$ cat src/rtl/dpram_mover_pkg.sv
// Shared definitions for the dual-port RAM line mover: FSM state encoding,
// default geometry and the all-ones byte-enable constant.
package dpram_mover_pkg;

   localparam int DEF_AWIDTH      = 10;
   localparam int DEF_DWIDTH      = 32;
   localparam int DEF_LINE_WORDS  = 8;
   localparam int LOG2_LINE_WORDS = $clog2(DEF_LINE_WORDS);

   // Byte enables for a full-word write at the default word width.
   localparam logic [DEF_DWIDTH/8-1:0] BYTEEN_ALL_ONES = '1;

   typedef enum logic [2:0] {
      IDLE  = 3'd0,
      WRITE = 3'd1,
      READ  = 3'd2,
      DRAIN = 3'd3,
      RESP  = 3'd4
   } state_t;

endpackage

$ cat src/rtl/dpram_line_mover.sv
// Line requester for one port of the dual-port word RAM. A line request is
// accepted in IDLE and replayed as LINE_WORDS single-word accesses; read data
// is gathered into a line and returned on the response channel.
// Optional per-byte write enables: define DPRAM_MOVER_BYTEEN_EN.
//
// Handshakes: a transfer happens on a rising edge where valid and ready are both
// high; valid, once raised by the source, holds its payload until that edge.
// req_ready is high only in IDLE (and never during reset); resp_valid is high
// only in RESP, so request and response never overlap.
module dpram_line_mover
   import dpram_mover_pkg::*;
#(
   parameter int AWIDTH     = DEF_AWIDTH,
   parameter int DWIDTH     = DEF_DWIDTH,
   parameter int LINE_WORDS = DEF_LINE_WORDS
) (
   input  logic                         clk,
   input  logic                         reset,
   input  logic                         req_valid,
   output logic                         req_ready,
   input  logic                         req_we,
   input  logic [AWIDTH-1:0]            req_addr,
   input  logic [LINE_WORDS*DWIDTH-1:0] req_line,
`ifdef DPRAM_MOVER_BYTEEN_EN
   input  logic [LINE_WORDS*DWIDTH/8-1:0] req_byteen,
`endif
   output logic                         resp_valid,
   input  logic                         resp_ready,
   output logic                         resp_we,
   output logic [LINE_WORDS*DWIDTH-1:0] resp_line,
   output logic [AWIDTH-1:0]            mem_address,
   output logic                         mem_wren,
   output logic [DWIDTH/8-1:0]          mem_byteen,
   output logic [DWIDTH-1:0]            mem_data,
   input  logic [DWIDTH-1:0]            mem_out,
   output logic [2:0]                   dbg_state
);

   localparam int L  = $clog2(LINE_WORDS);
   localparam int BW = DWIDTH / 8;

   state_t                          state;
   state_t                          state_nxt;
   logic [L-1:0]                    cnt;
   logic [AWIDTH-L-1:0]             base_hi;
   logic                            we_q;
   logic [LINE_WORDS*DWIDTH-1:0]    line_q;
   logic                            cap_en;
   logic [L-1:0]                    cap_idx;
   logic                            accept;
   logic                            last_beat;
`ifdef DPRAM_MOVER_BYTEEN_EN
   logic [LINE_WORDS*BW-1:0]        be_q;
`endif

   // Line-offset bits of the request address are deliberately discarded.
   logic unused_addr_lo;
   assign unused_addr_lo = ^req_addr[L-1:0];

   assign accept    = req_valid & req_ready;
   assign last_beat = &cnt;
   assign dbg_state = state;
   assign resp_we   = we_q;

   // State register.
   always_ff @(posedge clk) begin
      if (reset) state <= IDLE;
      else       state <= state_nxt;
   end

   // Next-state logic: one beat per cycle, DRAIN absorbs the RAM read latency.
   always_comb begin
      state_nxt = state;
      case (state)
         IDLE:    if (accept) state_nxt = req_we ? WRITE : READ;
         WRITE:   if (last_beat) state_nxt = RESP;
         READ:    if (last_beat) state_nxt = DRAIN;
         DRAIN:   state_nxt = RESP;
         RESP:    if (resp_ready) state_nxt = IDLE;
         default: state_nxt = IDLE;
      endcase
   end

   // Request latch, beat counter and read-data capture one cycle behind the address.
   always_ff @(posedge clk) begin
      if (reset) begin
         cnt       <= '0;
         base_hi   <= '0;
         we_q      <= 1'b0;
         line_q    <= '0;
         resp_line <= '0;
         cap_en    <= 1'b0;
         cap_idx   <= '0;
`ifdef DPRAM_MOVER_BYTEEN_EN
         be_q      <= '0;
`endif
      end else begin
         cap_en  <= (state == READ);
         cap_idx <= cnt;
         if (accept) begin
            base_hi   <= req_addr[AWIDTH-1:L];
            we_q      <= req_we;
            line_q    <= req_line;
            cnt       <= '0;
            resp_line <= '0;
`ifdef DPRAM_MOVER_BYTEEN_EN
            be_q      <= req_byteen;
`endif
         end else begin
            if (state == WRITE || state == READ) cnt <= cnt + 1'b1;
            if (cap_en) resp_line[int'(cap_idx)*DWIDTH +: DWIDTH] <= mem_out;
         end
      end
   end

   // Outputs: RAM port driven only during beats; everything idle while reset is high.
   always_comb begin
      req_ready   = 1'b0;
      resp_valid  = 1'b0;
      mem_wren    = 1'b0;
      mem_address = '0;
      mem_data    = '0;
      mem_byteen  = {BW{1'b1}};
      if (!reset) begin
         case (state)
            IDLE:  req_ready = 1'b1;
            WRITE: begin
               mem_wren    = 1'b1;
               mem_address = {base_hi, cnt};
               mem_data    = line_q[int'(cnt)*DWIDTH +: DWIDTH];
`ifdef DPRAM_MOVER_BYTEEN_EN
               // RAM numbers its enables high-to-low relative to byte lanes.
               for (int j = 0; j < BW; j++)
                  mem_byteen[BW-1-j] = be_q[int'(cnt)*BW + j];
`endif
            end
            READ:  mem_address = {base_hi, cnt};
            RESP:  resp_valid = 1'b1;
            default: ;
         endcase
      end
   end

endmodule

$ cat config.mk
export PLATFORM = sky130hd
export DESIGN_NAME = dpram_line_mover
export DESIGN_NICKNAME = d
export VERILOG_FILES = /design/src/rtl/dpram_mover_pkg.sv /design/src/rtl/dpram_line_mover.sv
export SDC_FILE = /design/constraint.sdc
export NUM_CORES = 1
export LEC_CHECK = 0
export CAP_MARGIN = 25
export CORE_MARGIN = 3
export CORE_UTILIZATION = 35
export DETAILED_ROUTE_END_ITERATION = 8
export PLACE_DENSITY_LB_ADDON = 0.12
export SYNTH_ARGS = -nofsm -noshare
export SYNTH_HDL_FRONTEND = slang
export SYNTH_SLANG_ARGS = --single-unit
export TNS_END_PERCENT = 100
$ cat constraint.sdc
create_clock -name clk -period 4.6 [get_ports clk]
set_input_delay 1.15 -clock clk [delete_from_list [all_inputs] [get_ports clk]]
set_output_delay 1.15 -clock clk [all_outputs]
set_load 0.01 [all_outputs]
==> summary.txt, run 1 <==
Status
  – Outcome: complete, no violations

Critical path
  – Path type of the worst setup path: flip-flop to output pin
  – Type of origin of the critical path: flip-flop
  – Critical Path RT: ~3500 ps
  – Crit. Startpoint: cnt[1]
  – Critical Path End Type: output pin
  – Worst path cell trace: buf_12 -> mux2i_1 -> a21oi_1 -> and3_1 -> clkdlybuf4s50_1
  – Worst Path Arrival: slightly above 3000 ps
  – CP max stage delay: roughly 670 ps
  – CP max FO: just under 60
  – Reg-to-reg startpoint: cap_idx[0]
  – Top delay family on crit path: buffers and inverters
  – Worst Path Buf+Inv: 2
  – Slowest cell on the critical path: dfxtp_4

Detailed routing
  – Antenna Nets Post-Route: 0
  – Via-to-Cell Ratio: between 5 and 6
  – DRC Markers: 0
  – Wire length per cell: about 22 um
  – Final wirelength: between 80 and 90 mm
  – DRT iter0 DRCs: approximately 1,600
  – Via Count: around 21,000
  – TritonRoute pass-1 iters: 7

Global route
  – Gr usage total: between 20% and 30%
  – Vias in the first global route: ~20,000
  – Initial antenna violation count: 22
  – First-pass GRT wire length: 129 mm
  – Total grt overflow: 0
  – Largest net degree at the start of global routing: between 100 and 150

CTS
  – CTS Sinks: 530
  – Total CTS buffers: 58
  – Clock Tree Buf Depth: 3
  – Cts hold-fix bufs: 0
  – CTS tree: yes
  – Clk root buf: clkbuf_16
  – Clk slew on worst S/H paths: ~60 ps
  – H-tree depth: 2
  – Clk_lat worst skew: ~600 ps

Layout
  – Multi-input gate area: about 10,000 sq um
  – Nets: ~3,500
  – Share of layout cells above drive strength 1: roughly 5%
  – Area delta synth->final: 38.6%
  – Reg area: 10,600 sq um
  – Most common cell after layout, fill and taps aside: nand2_1
  – Filler cell count: 5,835
  – Most frequent cells in the layout: nand2_1 (740), clkdlybuf4s50_1 (603), dfxtp_1 (529), nand3b_1 (258), a21oi_1 (241)

Synth
  – Dominant synthesized flop cell: dfxtp_1
  – Syn Area/Cell: a little over 8 sq um
  – Post-synth EDFFs: 0
  – Cells after synthesis: ~2,700
  – Warnings, synthesis: 0
  – Netlist cell types: 45
  – Synth Register Bits: 530
  – Async set-or-reset flop fraction in the synthesized netlist: 0%
  – Cell area after synthesis: approximately 22,000 sq um
  – Sequential share of the synthesized area: between 40% and 50%

Timing
  – Layout Skew: approximately 14 ps
  – Fmax: between 200 and 250 MHz
  – Setup TNS: 0 ps
  – RSZ-0062 raised after global routing: no
  – Slew margin rel.: 37.5%
  – Setup violators final: 0
  – Final Cycle Share: approximately 93%
  – Period minus WS final: 4260 ps
  – Pins Over Slew Limit: 0
  – Worst-Margin Slew: between 900 and 1000 ps
  – Endpoints failing hold: 0

Pwr
  – Maximum VDD drop: 0.281 mV
  – Pint: about 0.0082 W
  – Clock group share of total power: roughly 44%
  – Switch share: 24.6%
  – Sequential share of power: between 40% and 50%
  – Total power: 0.0109 W
  – Gate power share: roughly a tenth
  – LEAKAGE: 11.6 nW
  – Switching pwr: 0.00268 W
  – Power per standard cell area: 356 nW/um^2

Place
  – Port buffer count: 604
  – Post-DP HPWL: about 62 mm
  – Gpl congestion: ~0.86

Floorplanning
  – Core ar.: roughly 62,000 sq um
  – Die Span Y: about 260 um
  – Die width: ~260 um
  – Row count: 91
  – IO Pins: approximately 600
  – Initial core utilization: around 36%
  – Die area: 66,200 sq um

Flow run
  – Max Cap Violations: 0

Worst hold path
  – Hold wc startpoint: resp_line[70]
  – Min-delay worst type: flip-flop to flip-flop
[sequential cells by signal, summed over array words and instances (netlist names)]
signal / count
cnt: 3
cap_idx: 3
dbg_state: 3
cap_en: 1
base_hi: 7
resp_line: 256
line_q: 256
resp_we: 1
[worst paths after layout]
path | to | slack, ps | cells past startpoint
min | resp_line[70] | 450 | 2
max reg2reg | resp_line[19] | 1420 | 8
min reg2reg | resp_line[70] | 450 | 2
max | mem_data[16] | 340 | 5
[routing by layer]
layer	track usage (%)	wire, um
met1	29.9	34400
met2	44.3	43500
met3	7.00	7470
met4	8.94	3130
met5	0	230
[power by group through the flow]
stage	registers, W	clock network [W]	logic (W)
after global placement	0.00500	0	0.00116
after detailed placement	0.00501	0	0.00118
after global routing	0.00493	0.00511	0.00126
final	0.00491	0.00484	0.00117
after floorplan	0.00498	0	0.000607
after CTS	0.00491	0.00493	0.00118
[metrics by stage]
step	area (sq um)	instances	setup slack (ps)	util (%)	hold slack, ps
finish	30600	4050	340	49.4	449
CTS	30600	4039	238	49.3	450
global placement	28600	3930	653	46.0	439
detailed placement	28700	3935	661	46.2	443
global route	30600	4044	202	49.4	463
floorplan	22100	2711	1580	-	445
[layout make-up]
cell class / count / share of cell area (%)
clock buffers: 90 / 5.69
well taps: 837 / 3.42
inverters: 17 / 0.208
flip-flops and latches: 530 / 34.6
diodes: 11 / 0.0898
clock inverters: 14 / 0.731
multi-input cells: 1895 / 33.7
repair buffers: 656 / 21.6
[worst reg2reg max path: stages (launching register included)]
cell     delay (ps)
dfxtp_1         340
inv_1           100
ha_1            230
ha_1            570
nor4b_1         480
nand3_2         560
buf_4           500
mux2i_1         220
nor2_1           60
[cells by family (layout without fill, tap and decap cells)]
| group | after synthesis | after routing | share of synthesized area, % |
|---|---|---|---|
| adder cells (fa/ha/maj) | 5 | 5 | 0.283 |
| flip-flops | 530 | 530 | 48.0 |
| multiplexers | 130 | 130 | 5.89 |
| AO/OA/AOI/OAI | 350 | 350 | 8.87 |
| buffers and inverters | 286 | 777 | 5.66 |
| XOR/XNOR | 2 | 2 | 0.0792 |
| other | 1 | 15 | 0.0170 |
| AND/OR/NAND/NOR | 1404 | 1404 | 31.2 |
[synth_stat cells, types with 3 or more instances]
cell	number	area share, %
nor3b_1	4	0.14
a211oi_1	32	1.1
inv_1	17	0.29
o21a_1	18	0.61
nor2_1	82	1.4
or3_1	5	0.14
nor2b_1	43	1.2
nand3_1	180	4.1
nand2_1	741	13
mux2i_1	130	5.9
a21oi_1	241	5.5
and2_1	4	0.11
dfxtp_1	530	48
clkbuf_1	163	2.8
nand3b_1	258	8.8
ha_1	5	0.28
buf_4	10	0.34
nor4_1	13	0.37
buf_6	5	0.25
a22oi_1	32	1.1
nor4b_1	3	0.12
buf_2	82	1.9
nand2b_1	11	0.31
buf_1	9	0.15
and3_1	32	0.91
nand4_1	9	0.25
o21ai_0	26	0.59
[what timing repair did]
action | in CTS | in global routing
endpoints found under the setup margin | 1 | 0
buffers inserted | 0 | 0
endpoints found under the hold margin | 0 | 0
resized for setup | 1 | 0
No activity file was read; power rests on OpenSTA's default activity.
==> inputs of run 2 (changes only) <==
--- a/config.mk
+++ b/config.mk
@@ -9,7 +9,7 @@
 export CORE_MARGIN = 3
 export CORE_UTILIZATION = 35
 export DETAILED_ROUTE_END_ITERATION = 8
-export PLACE_DENSITY_LB_ADDON = 0.12
+export PLACE_DENSITY_LB_ADDON = 0.1
 export SYNTH_ARGS = -nofsm -noshare
 export SYNTH_HDL_FRONTEND = slang
 export SYNTH_SLANG_ARGS = --single-unit
==> run 2 against run 1 <==
Clock power fell by 4%. Final area decreased by 0.11%. Wire length is 0.91% higher. Final cell count is essentially flat. Largest power group unchanged. Highest routed layer unchanged.
==> summary.txt, run 2 (synthesis gave the netlist of run 1 again) <==
Critical path
  – Path type of the worst setup path: flip-flop to output pin (unchanged)
  – Critical Path RT: 3450 ps (about the same)
  – Reg2Reg Depth: 9 (was 8)
  – Critical Path End Type: output pin (unchanged)
  – CP max FO: 58 (was 59)
  – Worst Path Arrival: 3250 ps (was 3110 ps)
  – Type of origin of the critical path: flip-flop (unchanged)

Layout
  – Reg area: 10,600 sq um (unchanged)
  – Largest regs: line_q x256, resp_line x256, base_hi x7 (unchanged)
  – Multi-input gate area: 10,300 sq um (unchanged)
  – Final instance area: 30,600 sq um (about the same)
  – Share of layout cells above drive strength 1: 5.09% (was 5.00%)
  – Most frequent cells in the layout: nand2_1 (740), clkdlybuf4s50_1 (603), dfxtp_1 (529), nand3b_1 (258), a21oi_1 (241) (unchanged)
  – Most common cell after layout, fill and taps aside: nand2_1 (unchanged)
  – Filler cell count: 5,922 (was 5,835)
  – Area delta synth->final: 38.5% (was 38.6%)
  – Nets: 3,467 (was 3,466)

Worst hold path
  – WHS Path Cells: 2 (unchanged)
  – Min-delay worst type: flip-flop to flip-flop (unchanged)

Global route
  – Gr usage total: 25.7% (was 25.4%)
  – Initial antenna violation count: 22 (unchanged)
  – Total grt overflow: 0 (unchanged)
  – Largest net degree at the start of global routing: 143 (was 139)
  – First-pass GRT wire length: 131 mm (was 129 mm)
  – Vias in the first global route: 20,300 (was 20,100)

Timing
  – Setup violators final: 0 (unchanged)
  – Layout Skew: 26.8 ps (was 13.5 ps)
  – RSZ-0062 raised after global routing: no (unchanged)
  – Pins Over Slew Limit: 0 (unchanged)
  – Period minus WS final: 4400 ps (was 4260 ps)
  – Setup TNS: 0 ps (unchanged)
  – Slew margin rel.: 38.0% (was 37.5%)
  – Endpoints failing hold: 0 (unchanged)
  – Final Cycle Share: 95.7% (was 92.6%)
  – Worst-Margin Slew: 927 ps (was 938 ps)
  – Final setup margin: 196 ps (was 340 ps)
  – Fmax: 227 MHz (was 235 MHz)

Floorplanning
  – Die width: 257 um (unchanged)
  – Row count: 91 (unchanged)
  – Core ar.: 62,100 sq um (unchanged)
  – Die area: 66,200 sq um (unchanged)
  – IO Pins: 612 (unchanged)
  – Die Span Y: 257 um (unchanged)
  – Initial core utilization: 35.6% (unchanged)

Pwr
  – Clock group share of total power: 43.3% (was 44.3%)
  – Maximum VDD drop: 0.285 mV (was 0.281 mV)
  – Sequential share of power: 45.8% (was 45.0%)
  – Pint: 0.00801 W (was 0.00824 W)
  – Power per standard cell area: 351 nW/um^2 (was 356 nW/um^2)
  – Gate power share: 11.0% (was 10.7%)
  – LEAKAGE: 11.6 nW (about the same)
  – Switching pwr: 0.00272 W (was 0.00268 W)
  – Total power: 0.0107 W (was 0.0109 W)
  – Switch share: 25.4% (was 24.6%)

CTS
  – Clk slew on worst S/H paths: 60 ps (about the same)
  – H-tree depth: 2 (unchanged)
  – CTS Sinks: 530 (unchanged)
  – Clk_lat worst skew: 630 ps (was 600 ps)
  – Cts hold-fix bufs: 0 (unchanged)
  – Post-CTS setup buffers: 0 (unchanged)
  – CTS resizes: 0 (was 1)
  – CTS tree: yes (unchanged)
  – Clk root buf: clkbuf_16 (unchanged)
  – Total CTS buffers: 58 (unchanged)
  – Clock Tree Buf Depth: 3 (unchanged)

Place
  – Gpl congestion: 0.861 (was 0.865)
  – Post-DP HPWL: 63.0 mm (was 62.4 mm)
  – Port buffer count: 604 (unchanged)
  – Dpl cell area: 28,700 sq um (about the same)
  – Setup WS pre-CTS: 684 ps (was 661 ps)

Flow run
  – Max Cap Violations: 0 (unchanged)

Detailed routing
  – DRC Markers: 0 (unchanged)
  – DRT iter0 DRCs: 1,363 (was 1,553)
  – Via-to-Cell Ratio: 5.14 (was 5.16)
  – TritonRoute pass-1 iters: 7 (unchanged)
  – Final wirelength: 89.5 mm (was 88.6 mm)
  – Wire length per cell: 22.1 um (was 21.9 um)
  – Via Count: 20,800 (was 20,900)
  – Antenna Nets Post-Route: 0 (unchanged)

Status
  – Outcome: complete, no violations (unchanged)
-- run 2: critical path, stage by stage (launching register included) --
cell and delay [ps]:
dfxtp_4 860, buf_4 400, mux2i_1 110, a21oi_1 440
and3_1 250, clkdlybuf4s50_1 550
-- run 2: power by group through the flow --
stage                     registers, W  logic [W]  clock network [W]
after global routing           0.00493    0.00127            0.00492
after CTS                      0.00491    0.00119            0.00475
after detailed placement       0.00501    0.00118                  0
after floorplan                0.00498   0.000607                  0
after global placement         0.00500    0.00117                  0
final                          0.00491    0.00118            0.00464
-- run 2: per-layer routing --
metal | part of all wire [%] | global-route usage (%)
met1 | 39 | 30.0
met2 | 49 | 44.5
met3 | 9.1 | 8.00
met4 | 2.9 | 8.53
met5 | 0.22 | 0
-- run 2: layout make-up --
| class | count | share of cell area (%) |
|---|---|---|
| clock buffers | 87 | 5.66 |
| diodes | 10 | 0.0817 |
| clock inverters | 16 | 0.507 |
| well taps | 837 | 3.42 |
| repair buffers | 657 | 21.7 |
| flip-flops and latches | 530 | 34.7 |
| inverters | 17 | 0.208 |
| multi-input cells | 1895 | 33.7 |
-- run 2: metrics by stage --
step                      hold slack, ps  cells  util (%)
after CTS                            452   4037      49.2
after detailed placement             444   3934      46.2
final                                451   4049      49.3
after floorplan                      445   2711         -
after global routing                 466   4043      49.3
after global placement               439   3928      46.0
-- run 2: worst paths after layout --
| check | slack, ps | start | to |
|---|---|---|---|
| hold reg to reg | 450 | resp_line[231] | resp_line[231] |
| hold / removal | 450 | resp_line[231] | resp_line[231] |
| setup / recovery | 200 | cnt[1] | mem_data[17] |
| setup reg to reg | 1060 | cap_idx[0] | resp_line[30] |
